## src/rtl/sysid_check_master.sv

```systemverilog
// rtl/sysid_check_master.sv - Avalon-MM read master that verifies the system-ID slave words
// Define SYSID_CHECK_RETRY_EN to re-run a failed check up to MAX_RETRIES extra times.
module sysid_check_master #(
    parameter logic [31:0] EXP_ID         = 32'h0000_0000,
    parameter logic [31:0] EXP_TIMESTAMP  = 32'd1490495959,
    parameter int          TIMEOUT_CYCLES = 256,
    parameter int          MAX_RETRIES    = 3,
    parameter int          AUTO_START     = 1
) (
    input  logic        clock,
    input  logic        reset_n,
    input  logic        start,
    output logic        address,
    output logic        read,
    input  logic        waitrequest,
    input  logic        readdatavalid,
    input  logic [31:0] readdata,
    output logic        busy,
    output logic        done,
    output logic        pass,
    output logic        id_mismatch,
    output logic        ts_mismatch,
    output logic        timeout,
    output logic [31:0] id_value,
    output logic [31:0] ts_value,
    output logic [3:0]  attempts
);

`ifdef SYSID_CHECK_RETRY_EN
    localparam bit RETRY_EN = 1'b1;
`else
    localparam bit RETRY_EN = 1'b0;
`endif

    localparam logic [15:0] TMO_LAST    = 16'(TIMEOUT_CYCLES - 1);
    localparam logic [3:0]  RETRY_LIMIT = 4'(MAX_RETRIES);

    typedef enum logic [2:0] {
        S_IDLE,
        S_ID_REQ,
        S_ID_WAIT,
        S_TS_REQ,
        S_TS_WAIT,
        S_CHECK,
        S_DONE
    } state_t;

    state_t      state;
    logic [15:0] tmo_cnt;

    logic tmo_hit;
    logic in_read;
    logic got_resp;
    logic id_bad;
    logic ts_bad;
    logic abandon;
    logic check_bad;
    logic retry;
    logic new_check;
    logic launch;

    always_comb begin
        tmo_hit   = (tmo_cnt == TMO_LAST);
        in_read   = (state == S_ID_REQ) || (state == S_ID_WAIT) ||
                    (state == S_TS_REQ) || (state == S_TS_WAIT);
        got_resp  = readdatavalid && ((state == S_ID_WAIT) || (state == S_TS_WAIT));
        id_bad    = (id_value != EXP_ID);
        ts_bad    = (ts_value != EXP_TIMESTAMP);
        abandon   = in_read && !got_resp && tmo_hit;
        check_bad = (state == S_CHECK) && (id_bad || ts_bad);
        retry     = (abandon || check_bad) && RETRY_EN && (attempts < RETRY_LIMIT);
        // IDLE is only reachable from reset, so AUTO_START fires exactly once after release
        new_check = ((state == S_IDLE) && (start || (AUTO_START != 0))) ||
                    ((state == S_DONE) && start);
        launch    = new_check || retry;
    end

    always_ff @(posedge clock or negedge reset_n) begin
        if (!reset_n) begin
            state       <= S_IDLE;
            tmo_cnt     <= '0;
            address     <= 1'b0;
            read        <= 1'b0;
            busy        <= 1'b0;
            done        <= 1'b0;
            pass        <= 1'b0;
            id_mismatch <= 1'b0;
            ts_mismatch <= 1'b0;
            timeout     <= 1'b0;
            id_value    <= '0;
            ts_value    <= '0;
            attempts    <= '0;
        end else begin
            case (state)
                S_ID_REQ, S_TS_REQ: begin
                    if (!tmo_hit) begin
                        tmo_cnt <= tmo_cnt + 16'd1;
                        if (!waitrequest) begin
                            read  <= 1'b0;
                            state <= (state == S_ID_REQ) ? S_ID_WAIT : S_TS_WAIT;
                        end
                    end
                end
                S_ID_WAIT: begin
                    if (readdatavalid) begin
                        id_value <= readdata;
                        address  <= 1'b1;
                        read     <= 1'b1;
                        tmo_cnt  <= '0;
                        state    <= S_TS_REQ;
                    end else if (!tmo_hit) begin
                        tmo_cnt <= tmo_cnt + 16'd1;
                    end
                end
                S_TS_WAIT: begin
                    if (readdatavalid) begin
                        ts_value <= readdata;
                        state    <= S_CHECK;
                    end else if (!tmo_hit) begin
                        tmo_cnt <= tmo_cnt + 16'd1;
                    end
                end
                S_CHECK: begin
                    id_mismatch <= id_bad;
                    ts_mismatch <= ts_bad;
                    timeout     <= 1'b0;
                    pass        <= !(id_bad || ts_bad);
                    done        <= 1'b1;
                    busy        <= 1'b0;
                    state       <= S_DONE;
                end
                default: ;
            endcase

            // Abandoned read: mismatch flags deliberately keep their old values
            if (abandon) begin
                read    <= 1'b0;
                timeout <= 1'b1;
                pass    <= 1'b0;
                done    <= 1'b1;
                busy    <= 1'b0;
                state   <= S_DONE;
            end

            // A retry overrides the DONE transition above and keeps the failure flags visible
            if (launch) begin
                state   <= S_ID_REQ;
                read    <= 1'b1;
                address <= 1'b0;
                tmo_cnt <= '0;
                busy    <= 1'b1;
                done    <= 1'b0;
                pass    <= 1'b0;
                if (new_check) begin
                    id_mismatch <= 1'b0;
                    ts_mismatch <= 1'b0;
                    timeout     <= 1'b0;
                    attempts    <= '0;
                end else begin
                    attempts <= attempts + 4'd1;
                end
            end
        end
    end

endmodule

```

## config.mk

```make
export PLATFORM = sky130hd
export DESIGN_NAME = sysid_check_master
export DESIGN_NICKNAME = d
export VERILOG_FILES = /design/src/rtl/sysid_check_master.sv
export SDC_FILE = /design/constraint.sdc
export NUM_CORES = 1
export LEC_CHECK = 0
export CAP_MARGIN = 25
export CORE_MARGIN = 5
export CORE_UTILIZATION = 52
export DETAILED_ROUTE_END_ITERATION = 10
export PLACE_DENSITY = 0.95
export SYNTH_ARGS = -nofsm -noshare
export SYNTH_HDL_FRONTEND = slang
export SYNTH_SLANG_ARGS = --single-unit
```

## constraint.sdc

```tcl
create_clock -name clock -period 4.8 [get_ports clock]
set_input_delay 0.48 -clock clock [delete_from_list [all_inputs] [get_ports clock]]
set_output_delay 0.48 -clock clock [all_outputs]
set_load 0.1 [all_outputs]
```

Yosys cells after proc, flatten, opt, wreduce, memory -nomap -nowiden --
Index checks and enable logic that the tools add are counted.
Word-level totals: output and inout bits 76, logic and storage cells 90, bits in registers 91
Cells by class: $add $sub $neg 1, reduce and logical (&&, ||, !) cells 28, equal/unequal tests 13, mux-type cells 36
Operators with widths (count):
- $mux 16 | 4
- $pmux 16 s3 | 1
- $ne 32x31->1 const B | 1
- $reduce_bool 32->1 | 1
- $mux 1 | 22
- $mux 3 | 7
- $add 16x1->16 const B | 1
- $eq 16x8->1 const B | 1
- $ne 4x4->1 const B | 4
- $pmux 3 s4 | 1
- $eq 3x3->1 const B | 3
- $reduce_and 2->1 | 4
- $reduce_bool 4->1 | 2
- $eq 3x2->1 const B | 2
- $logic_or 1x1->1 | 6
- $reduce_bool 2->1 | 3
- $reduce_bool 6->1 | 1
- $reduce_and 5->1 | 1
- $logic_and 1x1->1 | 4
- $reduce_and 4->1 | 1
- $eq 3x1->1 const B | 1
- $logic_not 3->1 | 1
- $ne 3x3->1 const B | 1
- $reduce_bool 3->1 | 1
- other kinds (3) | 4

Longest topological paths before layout --
Gate-level depths: netlist (run 1).
depth in word-level cells 8, depth in mapped cells 7, gate-level depth less buffers 6

Least setup slack after synthesis (run 1) --
No wires, ideal clock.
path kind reg-to-reg, start point reg ts_value[30], end point reg pass, setup time 72 ps, data arrival time 1786 ps, setup slack 2942 ps, cell stages (with the launch flop) 6, clock period less this slack 1858 ps, data required time 4728 ps, cell sequence dfrtp_1 nor4bb_1 nand2_1 nor4_1 a21oi_1 nor2_1
On the way: longest elaborated chain between the ends 6
RTL lines:
- start, declared | line 25 | output logic [31:0] ts_value,
- start signal, assigned | line 117 | ts_value <= readdata;
- $ne 32x31->1 | line 68 | ts_bad = (ts_value != EXP_TIMESTAMP);
- $logic_or 1x1->1 | line 127 | pass <= !(id_bad || ts_bad);
- $logic_not 1->1 | line 127
- $mux 1 | line 94 | case (state)
- $mux 1 | line 136 | if (abandon) begin
- $mux 1 | line 146 | if (launch) begin
- end signal, assigned | line 127
- end, declared | line 20 | output logic pass,
Every way passes these cells. The select of a mux whose other input is x is not followed. A chain may end at the register's enable or synchronous reset.

Final worst setup path (run 1) --
start point reg ts_value[14], end point out ts_value[14]
No word-level cell between the ends.

==> report_table.html, run 1 <==
<table>
<tr><th>Metric</th><th>Value</th></tr>
<tr><th colspan="2">Global routing</th></tr>
<tr><td>Global-route wire length before repair</td><td>16,900 microns</td></tr>
<tr><td>Number of antenna violations at the first check in global routing</td><td>0</td></tr>
<tr><td>Maximum number of pins on one net before global-route repair</td><td>52</td></tr>
<tr><td>Global Route Usage Sum</td><td>22.3%</td></tr>
<tr><td>Vias in the first global route</td><td>3,260</td></tr>
<tr><td>Global route overflow</td><td>0</td></tr>
<tr><th colspan="2">Setup path</th></tr>
<tr><td>Required time worst endpoint</td><td>4.32 ns</td></tr>
<tr><td>Critical path launch point type</td><td>flop</td></tr>
<tr><td>Worst setup slack for register-to-register paths</td><td>2.55 ns</td></tr>
<tr><td>RR Endpoint</td><td>tmo_cnt[8]</td></tr>
<tr><td>Critical path's top delay family</td><td>buffers and inverters</td></tr>
<tr><td>Max FO, Critical Path</td><td>3</td></tr>
<tr><td>Reg2Reg Depth</td><td>5</td></tr>
<tr><td>Stage delay of the slowest cell on the critical path</td><td>1.19 ns</td></tr>
<tr><td>Startpoint-to-endpoint class of the critical path</td><td>flop to output pin</td></tr>
<tr><td>Critical Path Sink Type</td><td>output pin</td></tr>
<tr><td>CP arrival</td><td>1.94 ns</td></tr>
<tr><td>Cell with the largest stage delay on the worst path</td><td>sky130_fd_sc_hd__clkdlybuf4s50_1</td></tr>
<tr><td>R2R Path Start</td><td>state[1]</td></tr>
<tr><td>CP Buf/Inv Count</td><td>1</td></tr>
<tr><td>Series of cell instances along the critical path</td><td>clkdlybuf4s50_1</td></tr>
<tr><th colspan="2">Die</th></tr>
<tr><td>Total core area</td><td>7650 sq um</td></tr>
<tr><td>Die boundary height</td><td>98.0 microns</td></tr>
<tr><td>Die Outline Area</td><td>9610 sq um</td></tr>
<tr><td>Starting Density</td><td>52.7%</td></tr>
<tr><td>I/O pins</td><td>113</td></tr>
<tr><td>Width of the chip</td><td>98.0 microns</td></tr>
<tr><td>Std cell rows</td><td>32</td></tr>
<tr><th colspan="2">Synthesis</th></tr>
<tr><td>Largest cells by area after synthesis</td><td>sky130_fd_sc_hd__dfrtp_1 (57%), sky130_fd_sc_hd__mux2_2 (18%), sky130_fd_sc_hd__nor4_1 (2.2%)</td></tr>
<tr><td>Post-synth top area share</td><td>56.5%</td></tr>
<tr><td>Sequential element share of the synthesized area</td><td>56.5%</td></tr>
<tr><td>Predominant post-synthesis flop cell</td><td>sky130_fd_sc_hd__dfrtp_1</td></tr>
<tr><td>Share of async-settable or async-resettable flops after synthesis</td><td>100%</td></tr>
<tr><td>Mean post-synth cell area</td><td>12.5 sq um</td></tr>
<tr><td>Count of flip-flops with a built-in enable after synthesis</td><td>0</td></tr>
<tr><td>Count of different cell masters after synthesis</td><td>49</td></tr>
<tr><td>Number of synthesis warnings</td><td>0</td></tr>
<tr><td>Summed instance area of the synthesized netlist</td><td>4030 sq um</td></tr>
<tr><td>Post-synth top area cell</td><td>sky130_fd_sc_hd__dfrtp_1</td></tr>
<tr><td>Flip-flop and latch count after synthesis</td><td>91</td></tr>
<tr><td>Number of standard cells after synthesis</td><td>322</td></tr>
<tr><th colspan="2">Placement</th></tr>
<tr><td>Dpl hpwl</td><td>7480 microns</td></tr>
<tr><td>Placer Congestion</td><td>0.891</td></tr>
<tr><td>Port Buffer Count</td><td>108</td></tr>
<tr><th colspan="2">Route</th></tr>
<tr><td>Post-detailed-route count of antenna-violating nets</td><td>0</td></tr>
<tr><td>Average wire length per cell after detail routing</td><td>19.1 microns</td></tr>
<tr><td>Drt first-iter violations</td><td>112</td></tr>
<tr><td>Drt pass-1 iters</td><td>4</td></tr>
<tr><td>Final routed wirelength across all metal layers</td><td>10,200 microns</td></tr>
<tr><td>Via count normalized by instance count</td><td>5.60</td></tr>
<tr><td>Number of vias after detailed routing</td><td>3,002</td></tr>
<tr><td>Residual DRC</td><td>0</td></tr>
<tr><th colspan="2">STA</th></tr>
<tr><td>Max Slew Vio Count</td><td>0</td></tr>
<tr><td>Hold Violations, Final</td><td>0</td></tr>
<tr><td>RSZ-0062 raised after global routing</td><td>no</td></tr>
<tr><td>Time the final worst path needs with I/O delays and setup</td><td>2.42 ns</td></tr>
<tr><td>Period Utilization, post-route</td><td>50.4%</td></tr>
<tr><td>Timing-limited maximum frequency</td><td>0.414 GHz</td></tr>
<tr><td>Worst Max-Slew Pin Slew</td><td>1.04 ns</td></tr>
<tr><td>Final TNS setup</td><td>0 ns</td></tr>
<tr><td>Final Skew</td><td>0.0125 ns</td></tr>
<tr><td>Slew Limit Headroom</td><td>30.3%</td></tr>
<tr><td>Final Setup Violations</td><td>0</td></tr>
<tr><th colspan="2">Clock tree</th></tr>
<tr><td>TritonCTS buffer count</td><td>9</td></tr>
<tr><td>Hold-fix buffer count after cts</td><td>0</td></tr>
<tr><td>Number of cells upsized or downsized after cts</td><td>0</td></tr>
<tr><td>Number of buffers inserted to repair setup after CTS</td><td>0</td></tr>
<tr><td>Root buf cell</td><td>sky130_fd_sc_hd__clkbuf_8</td></tr>
<tr><td>Buffer levels on the longest clock path</td><td>2</td></tr>
<tr><td>CTS H-tree lvls</td><td>3</td></tr>
<tr><td>Reg clk slew, reported paths</td><td>0.09 ns</td></tr>
<tr><td>CTS tree</td><td>done</td></tr>
<tr><td>Sinks on the clock net</td><td>91</td></tr>
<tr><td>Clock latency reported for the late side of the worst-skew pair</td><td>0.35 ns</td></tr>
<tr><th colspan="2">Finish</th></tr>
<tr><td>Layout Area Growth over Synthesis</td><td>33.5%</td></tr>
<tr><td>Ratio of cells with drive above 1 in the final layout</td><td>21.0%</td></tr>
<tr><td>Number of fillers in the final layout</td><td>505</td></tr>
<tr><td>Nets@finish</td><td>467</td></tr>
<tr><td>Inserted Diodes</td><td>0</td></tr>
<tr><th colspan="2">Hold path</th></tr>
<tr><td>Class of the most critical hold timing path</td><td>primary input to asynchronous set/reset pin</td></tr>
<tr><th colspan="2">Outcome</th></tr>
<tr><td>Run status</td><td>complete, no violations</td></tr>
<tr><th colspan="2">Flow run</th></tr>
<tr><td>Max-cap check violation count</td><td>0</td></tr>
</table>
-- kinds of logic (layout without fill, tap and decap cells) --
logic type	after synthesis	in the layout	share of synthesized area [%]
other	1	4	0.0930
AND/OR/NAND/NOR	101	101	14.3
XOR/XNOR	14	14	3.04
multiplexers	64	64	17.9
buffers and inverters	22	131	3.04
flip-flops	91	91	56.5
adder cells (fa/ha/maj)	1	1	0.310
AO/OA/AOI/OAI	28	28	4.87
-- synth_stat cells, types with 2 or more instances --
| master | instances |
|---|---|
| sky130_fd_sc_hd__a21oi_1 | 9 |
| sky130_fd_sc_hd__and3_1 | 7 |
| sky130_fd_sc_hd__and4_1 | 2 |
| sky130_fd_sc_hd__buf_2 | 11 |
| sky130_fd_sc_hd__buf_4 | 5 |
| sky130_fd_sc_hd__dfrtp_1 | 91 |
| sky130_fd_sc_hd__inv_1 | 3 |
| sky130_fd_sc_hd__mux2_2 | 64 |
| sky130_fd_sc_hd__nand2_1 | 17 |
| sky130_fd_sc_hd__nand2b_1 | 2 |
| sky130_fd_sc_hd__nand3_1 | 7 |
| sky130_fd_sc_hd__nand4_1 | 11 |
| sky130_fd_sc_hd__nor2_1 | 22 |
| sky130_fd_sc_hd__nor2b_1 | 3 |
| sky130_fd_sc_hd__nor4_1 | 14 |
| sky130_fd_sc_hd__nor4bb_1 | 5 |
| sky130_fd_sc_hd__o21ai_0 | 4 |
| sky130_fd_sc_hd__o22ai_1 | 2 |
| sky130_fd_sc_hd__xnor2_1 | 4 |
| sky130_fd_sc_hd__xor2_1 | 10 |
-- how the worst max path moves through the flow --
| stage | start | to | slack, ns | cells past startpoint |
|---|---|---|---|---|
| 2_1_floorplan | ts_value[30] | pass | 2.94 | 5 |
| 3_3_place_gp | readdatavalid | tmo_cnt[8] | 2.39 | 6 |
| 3_5_place_dp | readdatavalid | tmo_cnt[8] | 2.24 | 6 |
| 4_1_cts | ts_value[14] | ts_value[14] | 2.36 | 1 |
| 5_1_grt | ts_value[9] | ts_value[9] | 2.32 | 1 |
| 6_report | ts_value[14] | ts_value[14] | 2.38 | 1 |
-- cell usage in the layout, fill, tap and decap left out, types with 2 or more instances in the layout --
cell type	instances
sky130_fd_sc_hd__clkdlybuf4s50_1	107
sky130_fd_sc_hd__dfrtp_1	91
sky130_fd_sc_hd__mux2_2	64
sky130_fd_sc_hd__nor2_1	22
sky130_fd_sc_hd__nand2_1	17
sky130_fd_sc_hd__nor4_1	14
sky130_fd_sc_hd__nand4_1	11
sky130_fd_sc_hd__xor2_1	10
sky130_fd_sc_hd__a21oi_1	9
sky130_fd_sc_hd__clkbuf_8	9
sky130_fd_sc_hd__and3_1	7
sky130_fd_sc_hd__nand3_1	7
sky130_fd_sc_hd__buf_4	5
sky130_fd_sc_hd__o21ai_0	4
sky130_fd_sc_hd__xnor2_1	4
sky130_fd_sc_hd__nor4bb_1	4
sky130_fd_sc_hd__conb_1	4
sky130_fd_sc_hd__nor2b_1	3
sky130_fd_sc_hd__inv_1	3
sky130_fd_sc_hd__clkinvlp_4	3
sky130_fd_sc_hd__nand2b_1	2
sky130_fd_sc_hd__and4_1	2
sky130_fd_sc_hd__o22ai_1	2
-- metal layers --
layer	vias up	global-route usage (%)	wire length, microns
met5	-	0	0
met4	0	8.41	181
met3	17	7.36	761
met2	94	37.3	5270
met1	1514	26.7	4030
li1	1377	-	-
-- layout make-up --
| cell class | count | area, sq um | share of cell area [%] |
|---|---|---|---|
| well taps | 102 | 128 | 2.37 |
| clock inverters | 6 | 66.3 | 1.23 |
| multi-input cells | 212 | 1660 | 30.9 |
| inverters | 3 | 11.3 | 0.209 |
| flip-flops and latches | 91 | 2280 | 42.3 |
| repair buffers | 112 | 1110 | 20.6 |
| clock buffers | 10 | 128 | 2.37 |
-- registers in the layout (all words and copies together), names as in the netlist --
signal	flops
timeout	1
busy	1
done	1
id_mismatch	1
pass	1
tmo_cnt	16
state	3
read	1
id_value	32
ts_mismatch	1
address	1
ts_value	32
-- through the flow --
step                worst slack [ns]  instance area, sq um  instances  utilization [%]  hold slack (ns)
detailed placement              2.24                  5190        520             67.8            0.507
CTS                             2.36                  5380        536             70.4            0.150
finish                          2.38                  5380        536             70.4            0.129
global placement                2.39                  5190        520             67.8            0.490
global route                    2.32                  5380        536             70.4            0.183
floorplan                       2.94                  4040        325                -            0.184
Power of run 1 is not shown: default switching activity piles up to over one toggle a cycle in this logic, so the estimate is an artifact.
==> inputs of run 2 (changes only) <==
--- a/config.mk
+++ b/config.mk
@@ -7,9 +7,9 @@
 export LEC_CHECK = 0
 export CAP_MARGIN = 25
 export CORE_MARGIN = 5
-export CORE_UTILIZATION = 52
+export CORE_UTILIZATION = 48
 export DETAILED_ROUTE_END_ITERATION = 10
-export PLACE_DENSITY = 0.95
+export PLACE_DENSITY = 0.91
 export SYNTH_ARGS = -nofsm -noshare
 export SYNTH_HDL_FRONTEND = slang
 export SYNTH_SLANG_ARGS = --single-unit
==> constraint.sdc (replaced) <==
create_clock -name clock -period 2.45 [get_ports clock]
set_input_delay 0.245 -clock clock [delete_from_list [all_inputs] [get_ports clock]]
set_output_delay 0.245 -clock clock [all_outputs]
set_load 0.1 [all_outputs]
==> run 2 against run 1 <==
  * Utilization is 6.4 points lower
  * Sequential share of layout area rose by 1.0 points
  * Largest cell class unchanged
  * Critical path depth grew 2
==> report_table.html, run 2 (same netlist as run 1, synthesis figures left out) <==
<table>
<tr><th>Metric</th><th>Value</th></tr>
<tr><th colspan="2">Global routing</th></tr>
<tr><td>Global-route wire length before repair</td><td>16,200 microns (-4.0%)</td></tr>
<tr><td>Global Route Usage Sum</td><td>20.5% (-1.8 points)</td></tr>
<tr><td>Number of antenna violations at the first check in global routing</td><td>0 (unchanged)</td></tr>
<tr><td>Maximum number of pins on one net before global-route repair</td><td>49 (-5.8%)</td></tr>
<tr><td>Global route overflow</td><td>0 (unchanged)</td></tr>
<tr><td>Vias in the first global route</td><td>3,220 (-1.2%)</td></tr>
<tr><th colspan="2">STA</th></tr>
<tr><td>Timing-limited maximum frequency</td><td>0.516 GHz</td></tr>
<tr><td>Final Setup Violations</td><td>0 (unchanged)</td></tr>
<tr><td>Time the final worst path needs with I/O delays and setup</td><td>1.94 ns</td></tr>
<tr><td>Slew Limit Headroom</td><td>60.7% (+30 points)</td></tr>
<tr><td>Hold Violations, Final</td><td>0 (unchanged)</td></tr>
<tr><td>RSZ-0062 raised after global routing</td><td>no</td></tr>
<tr><td>Final Skew</td><td>0.00918 ns (-0.00328 ns)</td></tr>
<tr><td>Period Utilization, post-route</td><td>79.1%</td></tr>
<tr><td>Final TNS setup</td><td>0 ns (unchanged)</td></tr>
<tr><td>Hold Worst Slack</td><td>0.435 ns (+0.306 ns)</td></tr>
<tr><td>Max Slew Vio Count</td><td>0 (unchanged)</td></tr>
<tr><td>Worst Max-Slew Pin Slew</td><td>0.589 ns (-0.454 ns)</td></tr>
<tr><th colspan="2">Hold path</th></tr>
<tr><td>Class of the most critical hold timing path</td><td>primary input to asynchronous set/reset pin</td></tr>
<tr><th colspan="2">Setup path</th></tr>
<tr><td>Worst setup slack for register-to-register paths</td><td>0.51 ns (-2.04 ns)</td></tr>
<tr><td>End point of the critical path</td><td>id_value[15]</td></tr>
<tr><td>R2R Path Start</td><td>state[1]</td></tr>
<tr><td>Critical path launch point type</td><td>flop</td></tr>
<tr><td>Required time worst endpoint</td><td>2.70 ns (-1.62 ns)</td></tr>
<tr><td>RR Endpoint</td><td>id_value[15]</td></tr>
<tr><td>Startpoint-to-endpoint class of the critical path</td><td>flop to flop</td></tr>
<tr><td>Max FO, Critical Path</td><td>24 (+21)</td></tr>
<tr><td>Critical Path Sink Type</td><td>flop</td></tr>
<tr><td>Startpoint of the most critical setup path</td><td>state[1]</td></tr>
<tr><td>Reg2Reg Depth</td><td>3 (-2)</td></tr>
<tr><td>CP arrival</td><td>2.18 ns (+0.24 ns)</td></tr>
<tr><th colspan="2">Flow run</th></tr>
<tr><td>Max-cap check violation count</td><td>0 (unchanged)</td></tr>
<tr><th colspan="2">Die</th></tr>
<tr><td>Std cell rows</td><td>33 (+3.1%)</td></tr>
<tr><td>Starting Density</td><td>49.0% (-3.7 points)</td></tr>
<tr><td>I/O pins</td><td>113 (unchanged)</td></tr>
<tr><td>Die Outline Area</td><td>10,300 sq um (+7.5%)</td></tr>
<tr><td>Width of the chip</td><td>102 microns (+3.7%)</td></tr>
<tr><td>Total core area</td><td>8220 sq um (+7.4%)</td></tr>
<tr><td>Die boundary height</td><td>102 microns (+3.7%)</td></tr>
<tr><th colspan="2">Clock tree</th></tr>
<tr><td>Reg clk slew, reported paths</td><td>0.09 ns (about the same)</td></tr>
<tr><td>Root buf cell</td><td>sky130_fd_sc_hd__clkbuf_8</td></tr>
<tr><td>CTS H-tree lvls</td><td>3 (unchanged)</td></tr>
<tr><td>Buffer levels on the longest clock path</td><td>2 (unchanged)</td></tr>
<tr><td>Sinks on the clock net</td><td>91 (unchanged)</td></tr>
<tr><td>Hold-fix buffer count after cts</td><td>1 (+1)</td></tr>
<tr><td>TritonCTS buffer count</td><td>9 (unchanged)</td></tr>
<tr><td>CTS tree</td><td>done</td></tr>
<tr><td>Number of cells upsized or downsized after cts</td><td>0 (unchanged)</td></tr>
<tr><td>Number of buffers inserted to repair setup after CTS</td><td>0 (unchanged)</td></tr>
<tr><td>Clock latency reported for the late side of the worst-skew pair</td><td>0.36 ns (about the same)</td></tr>
<tr><th colspan="2">Finish</th></tr>
<tr><td>Number of fillers in the final layout</td><td>567 (+12%)</td></tr>
<tr><td>Nets@finish</td><td>471 (+0.86%)</td></tr>
<tr><td>Most common cell after layout, fill and taps aside</td><td>sky130_fd_sc_hd__dfrtp_1</td></tr>
<tr><td>Largest registers</td><td>id_value (32), ts_value (32), tmo_cnt (16)</td></tr>
<tr><td>Inserted Diodes</td><td>0 (unchanged)</td></tr>
<tr><td>Most frequent cells in the layout</td><td>sky130_fd_sc_hd__dfrtp_1 (91), sky130_fd_sc_hd__buf_4 (78), sky130_fd_sc_hd__mux2_2 (64)</td></tr>
<tr><td>Layout Area Growth over Synthesis</td><td>30.4%</td></tr>
<tr><td>Ratio of cells with drive above 1 in the final layout</td><td>38.1% (+17 points)</td></tr>
<tr><th colspan="2">Route</th></tr>
<tr><td>Number of vias after detailed routing</td><td>3,016 (+0.47%)</td></tr>
<tr><td>Post-detailed-route count of antenna-violating nets</td><td>0 (unchanged)</td></tr>
<tr><td>Drt first-iter violations</td><td>200 (+79%)</td></tr>
<tr><td>Drt pass-1 iters</td><td>4 (unchanged)</td></tr>
<tr><td>Via count normalized by instance count</td><td>5.55 (-0.83%)</td></tr>
<tr><td>Average wire length per cell after detail routing</td><td>18.3 microns (-4.2%)</td></tr>
<tr><td>Length of routed wiring on met1</td><td>3940 microns (-2.3%)</td></tr>
<tr><td>Final routed wirelength across all metal layers</td><td>9940 microns (-2.9%)</td></tr>
<tr><td>Top layer used by detailed routing</td><td>met4</td></tr>
<tr><td>Met3 layer wire length in the routed design</td><td>818 microns (+7.5%)</td></tr>
<tr><td>Met2 Wirelength</td><td>5010 microns (-5.0%)</td></tr>
<tr><td>Residual DRC</td><td>0 (unchanged)</td></tr>
<tr><th colspan="2">Outcome</th></tr>
<tr><td>Run status</td><td>complete, no violations</td></tr>
<tr><th colspan="2">Placement</th></tr>
<tr><td>Dpl hpwl</td><td>7300 microns (-2.4%)</td></tr>
<tr><td>Port Buffer Count</td><td>108 (unchanged)</td></tr>
<tr><td>Placer Congestion</td><td>0.856 (-3.9%)</td></tr>
</table>
-- run 2: critical path: stages, from the launching register on --
cell	delay [ns]
sky130_fd_sc_hd__dfrtp_1	0.64
sky130_fd_sc_hd__nor4bb_4	0.41
sky130_fd_sc_hd__buf_4	0.36
sky130_fd_sc_hd__mux2_2	0.38
-- run 2: per-stage QoR --
stage / setup WS [ns] / area, sq um / std cells / utilization [%]
finish: 0.512 / 5260 / 543 / 64.0
global route: 0.351 / 5260 / 543 / 64.0
CTS: 0.508 / 5260 / 543 / 64.0
detailed placement: 0.479 / 5060 / 526 / 61.6
global placement: 0.518 / 5060 / 526 / 61.6
floorplan: 0.592 / 4040 / 325 / -
-- run 2: final cells by class --
class / count / area (sq um) / area share, %
repair buffers: 116 / 986 / 18.8
multi-input cells: 212 / 1660 / 31.6
inverters: 3 / 11.3 / 0.214
flip-flops and latches: 91 / 2280 / 43.3
well taps: 105 / 131 / 2.50
clock inverters: 6 / 48.8 / 0.929
clock buffers: 10 / 138 / 2.62
-- run 2: how the worst min path moves through the flow --
stage	start	end	slack, ns	cells after the start
4_1_cts	reset_n	state[1]	0.45	2
2_1_floorplan	reset_n	address	-0.05	0
6_report	reset_n	state[1]	0.43	2
5_1_grt	reset_n	state[1]	0.49	2
3_3_place_gp	reset_n	state[1]	0.28	1
3_5_place_dp	reset_n	state[1]	0.28	1
-- run 2: metal layers --
layer	GRT usage, %	vias up
met5	0	-
met4	8.08	0
met3	7.30	13
met2	33.0	102
met1	25.2	1517
li1	-	1384
Power of run 2 is left out for the same reason.
